`src/rtl/vga_pkg.sv`:
```
// Shared video geometry, frame-buffer widths and point-writer state encoding.
package vga_pkg;

  localparam int VIDEO_WIDTH           = 640;
  localparam int VIDEO_HEIGHT          = 480;
  localparam int PIXEL_COUNT           = VIDEO_WIDTH * VIDEO_HEIGHT;
  localparam int PIXEL_ADDRESS_WIDTH   = $clog2(PIXEL_COUNT) + 1;
  localparam int PALETTE_ADDRESS_WIDTH = 9;

  typedef enum logic [1:0] {
    IDLE  = 2'd0,
    PLOT  = 2'd1,
    CLEAR = 2'd2
  } state_t;

endpackage

```
`src/rtl/fb_addr_calc.sv`:
```
// Combinational frame-buffer address for (x, y): bounds check plus x + WIDTH*y.
module fb_addr_calc #(
  parameter int WIDTH               = vga_pkg::VIDEO_WIDTH,
  parameter int HEIGHT              = vga_pkg::VIDEO_HEIGHT,
  parameter int PIXEL_ADDRESS_WIDTH = vga_pkg::PIXEL_ADDRESS_WIDTH
) (
  input  logic [9:0]                     pt_x,
  input  logic [8:0]                     pt_y,
  output logic                           inRange,
  output logic [PIXEL_ADDRESS_WIDTH-1:0] pixelAddr
);

  logic [PIXEL_ADDRESS_WIDTH-1:0] w_x;
  logic [PIXEL_ADDRESS_WIDTH-1:0] w_y;

  assign w_x = PIXEL_ADDRESS_WIDTH'(pt_x);
  assign w_y = PIXEL_ADDRESS_WIDTH'(pt_y);

  assign inRange   = (32'(pt_x) < WIDTH) && (32'(pt_y) < HEIGHT);
  // Only meaningful when inRange; out-of-range products may wrap.
  assign pixelAddr = w_x + PIXEL_ADDRESS_WIDTH'(WIDTH) * w_y;

endmodule

```
`src/rtl/fb_point_writer.sv`:
```
// Turns plot points and full-screen clear requests into single-cycle frame-buffer writes.
module fb_point_writer #(
  parameter int WIDTH                 = vga_pkg::VIDEO_WIDTH,
  parameter int HEIGHT                = vga_pkg::VIDEO_HEIGHT,
  parameter int PIXEL_ADDRESS_WIDTH   = vga_pkg::PIXEL_ADDRESS_WIDTH,
  parameter int PALETTE_ADDRESS_WIDTH = vga_pkg::PALETTE_ADDRESS_WIDTH,
  parameter int DROP_W                = 8
) (
  input  logic                             clk,
  input  logic                             reset,
  input  logic                             pt_valid,
  output logic                             pt_ready,
  input  logic [9:0]                       pt_x,
  input  logic [8:0]                       pt_y,
  input  logic [PALETTE_ADDRESS_WIDTH-1:0] pt_color,
  input  logic                             clr_req,
  input  logic [PALETTE_ADDRESS_WIDTH-1:0] clr_color,
  output logic                             busy,
  output logic                             wEn,
  output logic [PIXEL_ADDRESS_WIDTH-1:0]   addr,
  output logic [PALETTE_ADDRESS_WIDTH-1:0] dataIn,
  output logic [DROP_W-1:0]                drop_count
);

  import vga_pkg::*;

  localparam logic [PIXEL_ADDRESS_WIDTH-1:0] LAST_COUNT = PIXEL_ADDRESS_WIDTH'(WIDTH * HEIGHT);

  state_t                           r_state;
  state_t                           w_nextState;
  logic                             r_wEn;
  logic [PIXEL_ADDRESS_WIDTH-1:0]   r_addr;
  logic [PALETTE_ADDRESS_WIDTH-1:0] r_dataIn;
  logic [DROP_W-1:0]                r_dropCount;
  logic [PIXEL_ADDRESS_WIDTH-1:0]   r_clrCount;
  logic [PALETTE_ADDRESS_WIDTH-1:0] r_clrColor;

  logic                             w_inRange;
  logic [PIXEL_ADDRESS_WIDTH-1:0]   w_pixelAddr;
  logic                             w_accept;
  logic                             w_startClear;
  logic                             w_clearDone;

  fb_addr_calc #(
    .WIDTH               (WIDTH),
    .HEIGHT              (HEIGHT),
    .PIXEL_ADDRESS_WIDTH (PIXEL_ADDRESS_WIDTH)
  ) u_addrCalc (
    .pt_x      (pt_x),
    .pt_y      (pt_y),
    .inRange   (w_inRange),
    .pixelAddr (w_pixelAddr)
  );

  assign pt_ready     = (r_state != CLEAR) && !clr_req;
  assign w_accept     = pt_valid && pt_ready;
  assign w_startClear = (r_state != CLEAR) && clr_req;
  // The counter holds the next sweep address, so reaching the pixel count means the last write is out.
  assign w_clearDone  = (r_state == CLEAR) && (r_clrCount == LAST_COUNT);

  always_comb begin
    w_nextState = IDLE;
    if (w_startClear) begin
      w_nextState = CLEAR;
    end else if (r_state == CLEAR) begin
      w_nextState = w_clearDone ? IDLE : CLEAR;
    end else if (w_accept && w_inRange) begin
      w_nextState = PLOT;
    end
  end

  always_ff @(posedge clk or posedge reset) begin
    if (reset) r_state <= IDLE;
    else       r_state <= w_nextState;
  end

  always_ff @(posedge clk or posedge reset) begin
    if (reset) begin
      r_wEn       <= 1'b0;
      r_addr      <= '0;
      r_dataIn    <= '0;
      r_dropCount <= '0;
      r_clrCount  <= '0;
      r_clrColor  <= '0;
    end else if (w_startClear) begin
      r_wEn      <= 1'b1;
      r_addr     <= '0;
      r_dataIn   <= clr_color;
      r_clrColor <= clr_color;
      r_clrCount <= PIXEL_ADDRESS_WIDTH'(1);
    end else if (r_state == CLEAR) begin
      if (w_clearDone) begin
        r_wEn <= 1'b0;
      end else begin
        r_wEn      <= 1'b1;
        r_addr     <= r_clrCount;
        r_dataIn   <= r_clrColor;
        r_clrCount <= r_clrCount + 1'b1;
      end
    end else if (w_accept && w_inRange) begin
      r_wEn    <= 1'b1;
      r_addr   <= w_pixelAddr;
      r_dataIn <= pt_color;
    end else begin
      r_wEn <= 1'b0;
      if (w_accept && (r_dropCount != {DROP_W{1'b1}})) begin
        r_dropCount <= r_dropCount + 1'b1;
      end
    end
  end

  assign busy       = (r_state == CLEAR);
  assign wEn        = r_wEn;
  assign addr       = r_addr;
  assign dataIn     = r_dataIn;
  assign drop_count = r_dropCount;

endmodule
```
`config.mk`:
```
export PLATFORM = sky130hd
export DESIGN_NAME = fb_point_writer
export DESIGN_NICKNAME = d
export VERILOG_FILES = /design/src/rtl/vga_pkg.sv /design/src/rtl/fb_addr_calc.sv /design/src/rtl/fb_point_writer.sv
export SDC_FILE = /design/constraint.sdc
export NUM_CORES = 1
export LEC_CHECK = 0
export BUFFER_PORTS_ARGS = -buffer_cell sky130_fd_sc_hd__buf_2
export CORE_MARGIN = 2
export CORE_UTILIZATION = 46
export CTS_CLUSTER_SIZE = 40
export DETAILED_ROUTE_END_ITERATION = 8
export PLACE_DENSITY = 0.72
export SETUP_SLACK_MARGIN = 0.3
export SLEW_MARGIN = 20
export SYNTH_ARGS = -nofsm -noshare
export SYNTH_HDL_FRONTEND = slang
export SYNTH_HIERARCHICAL = 1
export SYNTH_SLANG_ARGS = --single-unit
```
`constraint.sdc`:
```
create_clock -name clk -period 2.3 [get_ports clk]
set_clock_uncertainty 0.2 [all_clocks]
set_input_delay 0.115 -clock clk [delete_from_list [all_inputs] [get_ports clk]]
set_output_delay 0.115 -clock clk [all_outputs]
set_load 0.01 [all_outputs]
```
Yosys cells after proc, flatten, opt, wreduce, memory -nomap -nowiden:

Index checks and enable logic that the tools add are counted.

* register bits after elaboration: 69
* output and inout port bits: 40
* word-level logic and storage cells: 54
* input bits: 41

* reductions and logical operators: 13
* magnitude comparators: 2
* bitwise gates (word level): 3
* add/subtract/negate cells: 3
* mux-type cells: 19
* $mul: 1
* equality and inequality tests: 6

Operator list (count)
* 20-bit two-way mux: 7
* 9-bit two-way mux: 4
* 10-bit by 20-bit adder with 20-bit output: 1
* 20-bit by 1-bit adder with 20-bit output (second input constant): 1
* 20-bit by 19-bit == test with 1-bit output (second input constant): 1
* 3-bit by 9-bit multiplier with 12-bit output (first input constant): 1
* 10-bit less-than comparator (second input constant): 1
* 9-bit less-than comparator (second input constant): 1
* 8-bit by 1-bit adder with 8-bit output (second input constant): 1
* 8-bit inequality test (second input constant): 1
* 1-bit logical AND: 7
* 2-bit two-way mux: 3
* 1-bit two-way mux: 5
* 2-bit inequality test (second input constant): 2
* 2-bit AND reduction: 2
* 4-bit AND reduction: 1
* 3-bit inequality test (second input constant): 1
* 1-bit inverter: 3
* 3-bit nonzero test: 1
* 2-bit == test (second input constant): 1
* 2-bit nonzero test: 1
* 1-bit logical NOT: 1

Logic depth before layout (Yosys ltp):

* depth after elaboration: 7
* mapped depth: 13
* mapped depth without buffers: 13

By module:

The synthesis kept the hierarchy.

By module, submodules not included
* fb_point_writer: sequential area each 1726.7 sq um, times used 1, area an instance 3489.6 sq um, cells each 375
* fb_addr_calc: sequential area each 0.0 sq um, times used 1, area an instance 764.5 sq um, cells each 88

Worst setup path after synthesis:

Ideal clock, no wire load.

* path type: input port to flip-flop
* start: input port pt_y[1]
* end: register r_addr[18] (netlist: addr[18])
* arrival time: 2.290 ns
* stages on the path: 12
* buffers on the path: 0
* required time: 2.033 ns
* slack: -0.257 ns
* setup time: 0.067 ns
* cells stage by stage: ha_1 -> ha_1 -> inv_1 -> fa_1 -> nand2b_1 -> nor2_1 -> and3b_1 -> nand3_1 -> o31ai_1 -> o21ai_0 -> a21oi_1 -> o31a_1

* cells in the longest elaborated chain, start to end: 5
* elaborated cells between the ends (all ways): 10
* those cells by class: add/sub (1); mul (1); order compare (1); mux (3); reduce/logical (4)

RTL lines
* start, declared: RTL line fb_point_writer.sv:14 `input logic [8:0] pt_y,`
* 3-bit by 9-bit multiplier with 12-bit output: RTL line fb_addr_calc.sv:21 `assign pixelAddr = w_x + PIXEL_ADDRESS_WIDTH'(WIDTH) * w_y;`
* 10-bit by 20-bit adder with 20-bit output: RTL line fb_addr_calc.sv:21
* via w_pixelAddr[18]: RTL line fb_point_writer.sv:39 `logic [PIXEL_ADDRESS_WIDTH-1:0] w_pixelAddr;`
* 20-bit two-way mux: RTL line fb_point_writer.sv:100 `end else if (w_accept && w_inRange) begin`
* 20-bit two-way mux: RTL line fb_point_writer.sv:91 `end else if (r_state == CLEAR) begin`
* 20-bit two-way mux: RTL line fb_point_writer.sv:85 `end else if (w_startClear) begin`
* end signal, assigned: RTL line fb_point_writer.sv:96 `r_addr <= r_clrCount;`
* end signal, assigned: RTL line fb_point_writer.sv:102 `r_addr <= w_pixelAddr;`
* end, declared: RTL line fb_point_writer.sv:32 `logic [PIXEL_ADDRESS_WIDTH-1:0] r_addr;`

The timed path passes the listed nets, and every way through them passes these cells. The select of a mux whose other input is x is not followed.
A chain may end at the register's enable or synchronous reset.

Final worst setup path:

* start: input port pt_y[5]
* end: register r_addr[18] (netlist: addr[18])

The elaborated chain is that of the path after synthesis.

==> insert_results.sql <==
INSERT INTO impl_metrics (metric_group, metric, value, unit) VALUES
('synthesis', 'synth.lib_cells_used.distinct', '56', ''),
('sta', 'slew_headroom', '56.1', '%'),
('floorplan', 'initial_core_util', '46.7', '%'),
('setup_path', 'start_kind', 'input pin', ''),
('sta', 'maximum_clock_frequency', '448', 'MHz'),
('synthesis', 'synth_seq_area_share', '40.6', '%'),
('route', 'route.vias.total', '4208', ''),
('finish', 'final_cell_mix', 'sky130_fd_sc_hd__nand2_1, sky130_fd_sc_hd__buf_2, sky130_fd_sc_hd__dfrtp_1, sky130_fd_sc_hd__buf_4, sky130_fd_sc_hd__o211ai_1', ''),
('synthesis', 'syn_nets', '526', ''),
('global_routing', 'gr-total-overflow', '0', ''),
('route', 'postRouteAntennaNets', '0', ''),
('setup_path', 'ff2ff_path_depth', '8', ''),
('setup_path', 'critical_path_arrival', '2.33', 'ns'),
('synthesis', 'synthesis.instances', '463', ''),
('placed_design', 'buffer_ports.inserted', '80', ''),
('placed_design', 'area_after_detailed_placement', '5170', 'um2'),
('setup_path', 'path_class', 'input pin to flop', ''),
('power_and_ir_drop', 'vdd_ir_drop_max', '0.560', 'mV'),
('finish', 'layout.cells.most_common', 'sky130_fd_sc_hd__nand2_1', ''),
('synthesis', 'synth_edf_count', '0', ''),
('route', 'drc', '0', ''),
('global_routing', 'antenna_found_initial', '0', ''),
('route', 'first_iter_violations', '278', ''),
('synthesis', 'synthArstFlopShare', '100', '%'),
('min_path', 'timing.hold.worst_path_depth', '4', ''),
('placed_design', 'detailedPlacementHpwl', '8420', 'um'),
('floorplan', 'die-width', '100', 'um'),
('power_and_ir_drop', 'power.leakage', '2.86', 'nW'),
('power_and_ir_drop', 'power_density', '912', 'nW/um2'),
('placed_design', 'finalWeightedCongestion', '0.883', ''),
('global_routing', 'grt_pass1_vias', '4231', ''),
('cts', 'cts.root.buffer_cell', 'sky130_fd_sc_hd__clkbuf_8', ''),
('power_and_ir_drop', 'power.total', '5.49', 'mW'),
('cts', 'clk_transition_reported_paths', '0.07', 'ns'),
('global_routing', 'grt.met1_usage', '32.4', '%'),
('sta', 'timing.final.crit_share', '97.1', '%'),
('cts', 'clock_tree_from_tritoncts', 'built', ''),
('global_routing', 'grt_met3_use', '6.20', '%'),
('global_routing', 'met2_usage', '42.0', '%'),
('route', 'drt-wirelength-per-cell', '17.2', 'um'),
('finish', 'layout-drive-gt1-share', '36.3', '%'),
('finish', 'diodes', '0', ''),
('sta', 'min_period', '2.23', 'ns'),
('global_routing', 'top_usage_layer', 'met2', ''),
('sta', 'totalNegativeSetupSlack', '0', 'ns'),
('floorplan', 'die_area', '10000', 'um2'),
('cts', 'cts_max_path_buffers', '2', ''),
('floorplan', 'floorplan.rows', '35', ''),
('sta', 'slew_at_the_pin_closest_to_its_max_slew_limit', '0.657', 'ns'),
('floorplan', 'floorplan.die.height', '100', 'um'),
('global_routing', 'grt_max_degree', '30', ''),
('synthesis', 'yosys_most_used_dff', 'sky130_fd_sc_hd__dfrtp_1', ''),
('sta', 'report.final.hold_viol_count', '0', ''),
('setup_path', 'timing.critical_path.to_type', 'flop', ''),
('route', 'first_pass_iters', '5', ''),
('floorplan', 'io_pins', '81', ''),
('sta', 'timing.final.max_slew_violations', '0', ''),
('floorplan', 'core', '9110', 'um2'),
('synthesis', 'ys_ff_latch', '69', ''),
('route', 'drt-total-wl', '12600', 'um'),
('finish', 'synthToLayoutAreaGrowth', '41.6', '%'),
('finish', 'number_of_nets_in_the_layout', '681', ''),
('cts', 'cts_bufs_inserted', '9', ''),
('setup_path', 'worst_ep_required_time', '2.39', 'ns'),
('cts', 'clkSinkCount', '69', ''),
('min_path', 'hp-class', 'input pin to flop', ''),
('finish', 'layout.cell_area.non_filler', '6020', 'um2'),
('synthesis', 'yosys_warnings', '6', ''),
('setup_path', 'crit_fanout', '4', ''),
('outcome', 'status', 'complete, no violations', ''),
('global_routing', 'grt_pass1_wl', '20200', 'um'),
('cts', 'cts_max_level', '3', ''),
('synthesis', 'post_synth.cell_area_avg', '9.19', 'um2'),
('global_routing', 'grt_util_all_layers', '25.5', '%'),
('job', 'max_cap_violations', '0', ''),
('synthesis', 'syn_area', '4250', 'um2'),
('sta', 'rsz0062_at_grt', 'yes', ''),
('route', 'via_to_cell_ratio', '5.73', ''),
('cts', 'clock_insertion_delay_worst_skew', '0.35', 'ns'),
('sta', 'setup_violations', '0', ''),
('sta', 'final.hold.worst_slack', '0.145', 'ns');
[cell type report]
cell class	count	area [um2]
sequential	69	1730
timing repair buffer	176	1290
fill	695	3090
inverter	16	63.8
tap	111	139
clock inverter	6	111
clock buffer	10	128
multi-input combinational	346	2570
[where the power goes]
| part | switching (mW) | leakage [nW] | internal (mW) | total, mW |
|---|---|---|---|---|
| combinational | 1.46 | 1.83 | 1.11 | 2.57 |
| sequential | 0.218 | 0.909 | 1.52 | 1.74 |
| clock | 0.470 | 0.116 | 0.720 | 1.19 |
| total | 2.15 | 2.86 | 3.35 | 5.49 |
[timing repair]
action | 4_1_cts | 5_1_grt
gates resized for setup | 23 | 39
hold buffers | 26 | 0
buffers inserted | 1 | 6
hold endpoints to repair | 50 | 0
cloned | 1 | 1
setup endpoints to repair | 32 | 42
pin swaps | 15 | 24
[critical path, stage by stage]
cell                      delay, ns
sky130_fd_sc_hd__buf_2         0.11
sky130_fd_sc_hd__buf_4         0.13
sky130_fd_sc_hd__ha_1          0.29
sky130_fd_sc_hd__ha_2          0.38
sky130_fd_sc_hd__nand2_1       0.07
sky130_fd_sc_hd__o21a_1        0.21
sky130_fd_sc_hd__o21ai_1       0.15
sky130_fd_sc_hd__xnor2_1       0.11
sky130_fd_sc_hd__buf_4         0.15
sky130_fd_sc_hd__o31ai_4       0.26
sky130_fd_sc_hd__o21ai_1       0.10
sky130_fd_sc_hd__a21oi_1       0.12
sky130_fd_sc_hd__o31a_1        0.14
[metal layers]
layer	wire, um	share of wire (%)	vias to the layer above
li1	-	-	1964
met1	5200	41	2018
met2	6200	49	191
met3	852	6.8	35
met4	357	2.8	0
met5	0	0	-
[through the flow]
step / cells / utilization [%] / worst slack (ns)
after CTS: 727 / 63.8 / 0.0216
after global placement: 683 / 56.8 / -0.309
after global routing: 734 / 66.1 / -0.0519
final: 734 / 66.1 / 0.0664
after detailed placement: 683 / 56.8 / -0.411
after floorplan: 463 / - / -0.150
[sequential cells by signal (all words and copies together) (netlist names)]
name,cells
addr,20
r_clrCount,20
dataIn,9
r_clrColor,9
drop_count,8
r_state,2
wEn,1
[logic make-up after synthesis]
group / after synthesis / synth area share, %
simple gates: 171 / 19.4
compound gates: 111 / 18.1
flops: 69 / 40.6
buf+inv: 49 / 5.88
xor+xnor: 26 / 5.53
fa+ha+maj: 22 / 6.82
mux: 14 / 3.62
other cells: 1 / 0.0882
[Yosys cell counts, types with 2 or more instances]
library cell / n / area [um2]
sky130_fd_sc_hd__a21o_1: 3 / 22.5
sky130_fd_sc_hd__a21oi_1: 20 / 100
sky130_fd_sc_hd__a221o_1: 8 / 80.1
sky130_fd_sc_hd__a22oi_1: 8 / 60.1
sky130_fd_sc_hd__a31oi_1: 3 / 18.8
sky130_fd_sc_hd__a41o_1: 2 / 20.0
sky130_fd_sc_hd__and2_1: 5 / 31.3
sky130_fd_sc_hd__and3_1: 7 / 43.8
sky130_fd_sc_hd__and4_1: 2 / 17.5
sky130_fd_sc_hd__buf_1: 4 / 15.0
sky130_fd_sc_hd__buf_2: 6 / 30.0
sky130_fd_sc_hd__buf_4: 8 / 60.1
sky130_fd_sc_hd__clkbuf_1: 14 / 52.6
sky130_fd_sc_hd__dfrtp_1: 69 / 1730
sky130_fd_sc_hd__fa_1: 2 / 40.0
sky130_fd_sc_hd__ha_1: 20 / 250
sky130_fd_sc_hd__inv_1: 15 / 56.3
sky130_fd_sc_hd__mux2_2: 11 / 124
sky130_fd_sc_hd__mux2i_1: 3 / 30.0
sky130_fd_sc_hd__nand2_1: 97 / 364
sky130_fd_sc_hd__nand2b_1: 4 / 25.0
sky130_fd_sc_hd__nand3_1: 10 / 50.1
sky130_fd_sc_hd__nand4_1: 13 / 81.3
sky130_fd_sc_hd__nor2_1: 13 / 48.8
sky130_fd_sc_hd__nor3_1: 4 / 20.0
sky130_fd_sc_hd__nor4_1: 2 / 12.5
sky130_fd_sc_hd__o211ai_1: 28 / 210
sky130_fd_sc_hd__o21a_1: 2 / 15.0
sky130_fd_sc_hd__o21ai_0: 23 / 115
sky130_fd_sc_hd__o31ai_1: 4 / 30.0
sky130_fd_sc_hd__or3_1: 3 / 18.8
sky130_fd_sc_hd__or4_1: 3 / 22.5
sky130_fd_sc_hd__xnor2_1: 14 / 123
sky130_fd_sc_hd__xor2_1: 11 / 96.3
[path summary, 6_finish.rpt]
| check | startpoint | end | slack [ns] |
|---|---|---|---|
| max in group asynchronous | reset | r_clrColor[4] | 1.11 |
| hold / removal | pt_valid | r_state[0] | 0.15 |
| setup / recovery | pt_y[5] | addr[18] | 0.07 |
| setup reg to reg | r_clrCount[0] | addr[12] | 0.14 |
| hold reg to reg | r_clrColor[5] | r_clrColor[5] | 0.28 |
| min in group asynchronous | reset | addr[4] | 0.18 |
Power figures use the tool's default switching activity.
